===== config.mk =====
export PLATFORM = sky130hd
export DESIGN_NAME = rad_monitor_fifo_arbiter
export DESIGN_NICKNAME = d
export VERILOG_FILES = /design/src/rtl/rad_monitor_fifo_arbiter.sv
export SDC_FILE = /design/constraint.sdc
export NUM_CORES = 1
export LEC_CHECK = 0
export CAP_MARGIN = 20
export CORE_MARGIN = 2
export CORE_UTILIZATION = 40
export CTS_CLUSTER_SIZE = 28
export DETAILED_ROUTE_END_ITERATION = 10
export GPL_TIMING_DRIVEN = 0
export PLACE_DENSITY = 0.76
export SETUP_SLACK_MARGIN = 0.3
export SLEW_MARGIN = 20
export SYNTH_ARGS = -nofsm -noshare
export SYNTH_HDL_FRONTEND = slang
export SYNTH_SLANG_ARGS = --single-unit
export TNS_END_PERCENT = 30

===== constraint.sdc =====
create_clock -name clk_i -period 4 [get_ports clk_i]
set_clock_uncertainty 0.2 [all_clocks]
set_input_delay 0.8 -clock clk_i [delete_from_list [all_inputs] [get_ports clk_i]]
set_output_delay 0.8 -clock clk_i [all_outputs]
set_load 0.02 [all_outputs]

===== src/rtl/rad_monitor_fifo_arbiter.sv =====
`default_nettype none
// ============================================================================
// Module   : rad_monitor_fifo_arbiter
// Purpose  : Round-robin arbiter that shares one readout FIFO between several
//            radiation monitors. Each grant covers exactly one record, which
//            is preceded by a header word {4'hA, source index}. Sources that
//            are not granted are held off through their full inputs.
// Revision : 1.0 - initial release
// ============================================================================
module rad_monitor_fifo_arbiter #(
  parameter int G_SOURCES      = 4,
  parameter int G_DATA_WIDTH   = 8,
  parameter int G_RECORD_WORDS = 5,
  parameter int G_TIMEOUT      = 15
) (
  input  logic                                   clk_i,
  input  logic                                   rst_n_i,
  input  logic                                   enable_i,
  input  logic [G_SOURCES-1:0]                   src_write_i,
  input  logic [G_SOURCES-1:0][G_DATA_WIDTH-1:0] src_data_i,
  output logic [G_SOURCES-1:0]                   src_full_o,
  output logic                                   fifo_write_o,
  output logic [G_DATA_WIDTH-1:0]                fifo_data_o,
  input  logic                                   fifo_full_i,
  output logic [3:0]                             active_src_o,
  output logic                                   busy_o,
  output logic [15:0]                            records_o,
  output logic [15:0]                            timeouts_o
);

  localparam int PTR_W  = (G_SOURCES > 1) ? $clog2(G_SOURCES) : 1;
  localparam int WCNT_W = (G_RECORD_WORDS > 1) ? $clog2(G_RECORD_WORDS) : 1;
  localparam int TMR_W  = $clog2(G_TIMEOUT + 1);

  localparam logic [PTR_W-1:0]  PTR_LAST  = PTR_W'(G_SOURCES - 1);
  localparam logic [WCNT_W-1:0] WCNT_LAST = WCNT_W'(G_RECORD_WORDS - 1);
  localparam logic [TMR_W-1:0]  TMR_LIMIT = TMR_W'(G_TIMEOUT);
  localparam logic [15:0]       CNT_MAX   = 16'hFFFF;

  localparam logic [1:0] ST_IDLE   = 2'd0;
  localparam logic [1:0] ST_HEADER = 2'd1;
  localparam logic [1:0] ST_PASS   = 2'd2;
  localparam logic [1:0] ST_NEXT   = 2'd3;

  logic [1:0]        state_q,    state_d;
  logic [PTR_W-1:0]  ptr_q,      ptr_d;
  logic [WCNT_W-1:0] wcnt_q,     wcnt_d;
  logic [TMR_W-1:0]  tmr_q,      tmr_d;
  logic [15:0]       records_q,  records_d;
  logic [15:0]       timeouts_q, timeouts_d;
  logic              busy_q,     busy_d;

  logic [3:0]              ptr_ext;
  logic                    sel_write;
  logic [G_DATA_WIDTH-1:0] sel_data;
  logic                    accept;
  logic [TMR_W-1:0]        tmr_inc;

  assign ptr_ext   = 4'(ptr_q);
  assign sel_write = src_write_i[ptr_q];
  assign sel_data  = src_data_i[ptr_q];
  // A word is taken only from the granted source and only when the FIFO has room.
  assign accept    = (state_q == ST_PASS) && sel_write && !fifo_full_i;
  assign tmr_inc   = tmr_q + TMR_W'(1);

  // State register: asynchronous reset truncates any record in flight.
  always_ff @(posedge clk_i or negedge rst_n_i) begin
    if (!rst_n_i) begin
      state_q    <= ST_IDLE;
      ptr_q      <= '0;
      wcnt_q     <= '0;
      tmr_q      <= '0;
      records_q  <= '0;
      timeouts_q <= '0;
      busy_q     <= 1'b0;
    end else begin
      state_q    <= state_d;
      ptr_q      <= ptr_d;
      wcnt_q     <= wcnt_d;
      tmr_q      <= tmr_d;
      records_q  <= records_d;
      timeouts_q <= timeouts_d;
      busy_q     <= busy_d;
    end
  end

  // Next-state logic: record sequencing, idle timer and statistics counters.
  always_comb begin
    state_d    = state_q;
    ptr_d      = ptr_q;
    wcnt_d     = wcnt_q;
    tmr_d      = tmr_q;
    records_d  = records_q;
    timeouts_d = timeouts_q;
    case (state_q)
      ST_IDLE: begin
        if (enable_i) state_d = ST_HEADER;
      end
      ST_HEADER: begin
        if (!fifo_full_i) begin
          wcnt_d  = '0;
          tmr_d   = '0;
          state_d = ST_PASS;
        end
      end
      ST_PASS: begin
        // An accepted final word beats a simultaneous timeout.
        if (accept) begin
          tmr_d = '0;
          if (wcnt_q == WCNT_LAST) begin
            records_d = (records_q == CNT_MAX) ? records_q : records_q + 16'd1;
            state_d   = ST_NEXT;
          end else begin
            wcnt_d = wcnt_q + WCNT_W'(1);
          end
        end else if (!fifo_full_i) begin
          // Backpressured cycles are not the source's fault and do not count.
          tmr_d = tmr_inc;
          if (tmr_inc == TMR_LIMIT) begin
            timeouts_d = (timeouts_q == CNT_MAX) ? timeouts_q : timeouts_q + 16'd1;
            state_d    = ST_NEXT;
          end
        end
      end
      ST_NEXT: begin
        ptr_d   = (ptr_q == PTR_LAST) ? '0 : ptr_q + PTR_W'(1);
        state_d = enable_i ? ST_HEADER : ST_IDLE;
      end
      default: begin
        state_d = ST_IDLE;
      end
    endcase
    busy_d = (state_d == ST_HEADER) || (state_d == ST_PASS);
  end

  // Output decode: header word in HEADER, zero-latency pass-through in PASS.
  always_comb begin
    src_full_o   = '1;
    fifo_write_o = 1'b0;
    fifo_data_o  = '0;
    case (state_q)
      ST_HEADER: begin
        if (!fifo_full_i) begin
          fifo_write_o = 1'b1;
          fifo_data_o  = G_DATA_WIDTH'({4'hA, ptr_ext});
        end
      end
      ST_PASS: begin
        src_full_o[ptr_q] = fifo_full_i;
        fifo_write_o      = accept;
        if (accept) fifo_data_o = sel_data;
      end
      default: begin
      end
    endcase
  end

  assign active_src_o = ptr_ext;
  assign busy_o       = busy_q;
  assign records_o    = records_q;
  assign timeouts_o   = timeouts_q;

endmodule
`default_nettype wire


==> flow_metrics.tcl <==
set metrics [dict create \
    dp_cells 444 \
    overflow 0 \
    synth_seq_area_share_pct 40.20 \
    num_rows 30 \
    cp_common_cell "clkdlybuf4s50_1" \
    vias_per_cell 5.248 \
    synth_mux_area_share_pct 9.868 \
    synth_simple_gate_area_share_pct 22.75 \
    synth_top_area_share_pct 40.20 \
    slew_viol_final 0 \
    totalWireLength_um 6231 \
    grt_pass1_wl_um 10540 \
    multi_input_area_sq_mm 0.001535 \
    cp.arrival_ps 2760 \
    cts.sinks 44 \
    p_comb_share_pct 37.0 \
    netlist_top_cells_area "dfrtp_1 (40%), xnor2_1 (8.0%), mux4_2 (7.4%)" \
    yosysUniqueCellTypes 45 \
    status "complete, no violations" \
    io-pin-count 90 \
    track_usage_pct 17.28 \
    finalWorstSetupSlack_ps 241.5 \
    synth_top_family_by_area "simple AND/OR/NAND/NOR gates" \
    regArea_sq_mm 0.001101 \
    end_kind "primary output" \
    peakVddDrop_mv 0.1843 \
    area_growth_pct 40.11 \
    synth-seq-cells 44 \
    finalSetupViolCount 0 \
    finalCritPeriodShare_pct 93.96 \
    synth_warnings 0 \
    clockPowerShare_pct 25.6 \
    synth-main-ff-cell "dfrtp_1" \
    synth-compound-area-share_pct 8.406 \
    timing.hold.ws_ps 222.9 \
    netSwitchingFraction_pct 33.11 \
    fin_crit_ps 3758 \
    synth_xor_area_share_pct 8.314 \
    critPathMaxStageDelay_ps 570 \
    synth_edf_count 0 \
    dr_wl_met3_um 155 \
    hpwl_um 4903 \
    drive_above_1_share_pct 10.75 \
    root_buffer "clkbuf_8" \
    grt_max_degree 30 \
    leakage_nw 1.630 \
    stdcell_count 452 \
    critPathLaunchType "primary input" \
    antenna_found_initial 0 \
    maxCapViolCount 0 \
    hp-class "in2async" \
    nets 425 \
    p_int_uw 905.6 \
    critPathKind "in2out" \
    grt_setup_unrepaired "yes" \
    diodes 0 \
    vias 2372 \
    dr.pass1.iters 4 \
    crit_chain "clkdlybuf4s50_1, mux4_2, and2_2, nand2_1, o21ai_0, clkdlybuf4s50_1" \
    grt_pass1_vias 2278 \
    cts_tree "yes" \
    pre_cts_slack_ps 20.32 \
    wl_met1_um 2913 \
    power_frac_seq_pct 37.4 \
    met2_length_um 3091 \
    fillCellCount 557 \
    maxSlewHeadroom_pct 65.16 \
    routabilityCongestion 0.8102 \
    postCtsSetupRepairBufs 0 \
    dieArea_sq_mm 0.007525 \
    r2r_slack_ps 1580 \
    routed.top_layer "met4" \
    die_y_um 86.75 \
    cp_top_family "buffers and inverters" \
    place_area_sq_mm 0.003719 \
    hold_violations 0 \
    cp.required_ps 3000 \
    cts_buffers 5 \
    synth_top_cell_by_area "dfrtp_1" \
    synth_adder_area_share_pct 6.396 \
    htreeDepth 2 \
    synth_area_sq_mm 0.002739 \
    cp_slowest_cell "mux4_2" \
    syn_inst 276 \
    routedWlPerCell_um 13.79 \
    final.setup.tns_ps 0 \
    drt_iter0_drc 116 \
    power_switching_uw 448.2 \
    powerDensity_mw_per_mm2 352.8 \
    clockBufferDepth 2 \
    final_cell_area_sq_mm 0.003837 \
    clkSlewWorstSetupHoldPaths_ps 80 \
    drc 0 \
    worst-path-buf-inv 2 \
    synthArstFlopShare_pct 100.0 \
    antenna_left 0 \
    clock_latency_ps 300 \
    core_sq_mm 0.006719 \
    fin_util_pct 57.11 \
    die_w_um 86.75 \
    fmax_ghz 0.2661 \
    tightestPinTransition_ps 515.3 \
    io_buffers 86 \
    syn_avg_cell_area_sq_um 9.923 \
    start_util_pct 40.76 \
    fin_total_pwr_mw 1.354 \
    path_max_fanout 7 \
]
cells in the mapped netlist (2+ instances only):
library cell,n
inv_1,13
clkbuf_1,5
nor3_1,4
nand2_1,27
buf_2,2
a21oi_1,8
nor2_1,10
dfrtp_1,44
nand3_1,28
and2_1,4
ha_1,14
xnor2_1,25
mux2_2,5
nor4_1,3
buf_4,4
o21ai_0,16
and3_1,12
nand2b_1,4
mux4_2,9
nor2b_1,4
nand4_1,11
worst register-to-register path, stage by stage, from the launching register on:
cell	delay, ps
dfrtp_1	420
ha_1	180
and2_1	220
nor4b_1	470
nand4_1	290
nand2_1	190
mux2_1	330
state kept, by name, indices dropped and copies added, names as in the netlist:
signal and flops:
timeouts_o 16, tmr_q 4, busy_o 1, records_o 16, wcnt_q 3, state_q 2, ptr_q 2
final cells by class:
type                            count  area share [%]
Multi-Input combinational cell    209           40.01
Sequential cell                    44           28.69
Timing Repair Buffer               87           22.89
Tap cell                           80           2.608
Clock buffer                        5           1.793
Buffer                             11           1.532
Inverter                           13           1.272
Clock inverter                      3           1.206
cell usage in the layout (no fill, tap or decap), types with 5 or more instances in the layout:
master and count:
xnor2_1 25, dfrtp_1 44, nor2_1 10, mux4_2 9, nand2_1 27, nand4_1 11, ha_1 14, a21oi_1 8
clkbuf_1 5, and3_1 12, clkbuf_8 5, mux2_2 5, inv_1 13, o21ai_0 15, clkdlybuf4s50_1 81, nand3_1 28
what timing repair did:
item,4_1_cts,5_1_grt
endpoints found under the setup margin,9,9
pin swaps,0,0
endpoints found under the hold margin,0,0
hold buffers,0,0
gates resized for setup,3,3
per-layer routing:
metal	vias up	GRT usage, %
met1	1156	23.50
met4	0	3.977
met2	44	28.74
li1	1165	-
met5	-	0
met3	7	3.143
power groups by stage:
stage | Sequential [mW] | Combinational, mW | Clock [mW]
2_1_floorplan | 0.524 | 0.326 | 0
3_3_place_gp | 0.513 | 0.491 | 0
3_5_place_dp | 0.514 | 0.506 | 0
4_1_cts | 0.505 | 0.507 | 0.357
5_1_grt | 0.512 | 0.550 | 0.374
6_report | 0.506 | 0.500 | 0.347
logic make-up after synthesis:
group | after synthesis
fa+ha+maj | 14
xor+xnor | 26
buf+inv | 24
compound gates | 35
simple gates | 117
flops | 44
other cells | 1
mux | 15
worst paths after layout:
| kind | depth (start not counted) | from | end |
|---|---|---|---|
| max in group asynchronous | 2 | rst_n_i | wcnt_q[1]$_DFFE_PN0P_ |
| min in group clk_i | 1 | records_o[11]$_DFFE_PN0P_ | records_o[11]$_DFFE_PN0P_ |
| hold / removal | 1 | rst_n_i | busy_o$_DFF_PN0_ |
| hold reg to reg | 1 | records_o[11]$_DFFE_PN0P_ | records_o[11]$_DFFE_PN0P_ |
| setup / recovery | 6 | src_write_i[3] | fifo_data_o[1] |
| setup reg to reg | 6 | timeouts_o[0]$_DFFE_PN0P_ | timeouts_o[1]$_DFFE_PN0P_ |
Note: power is estimated with default switching activity, not from simulation.
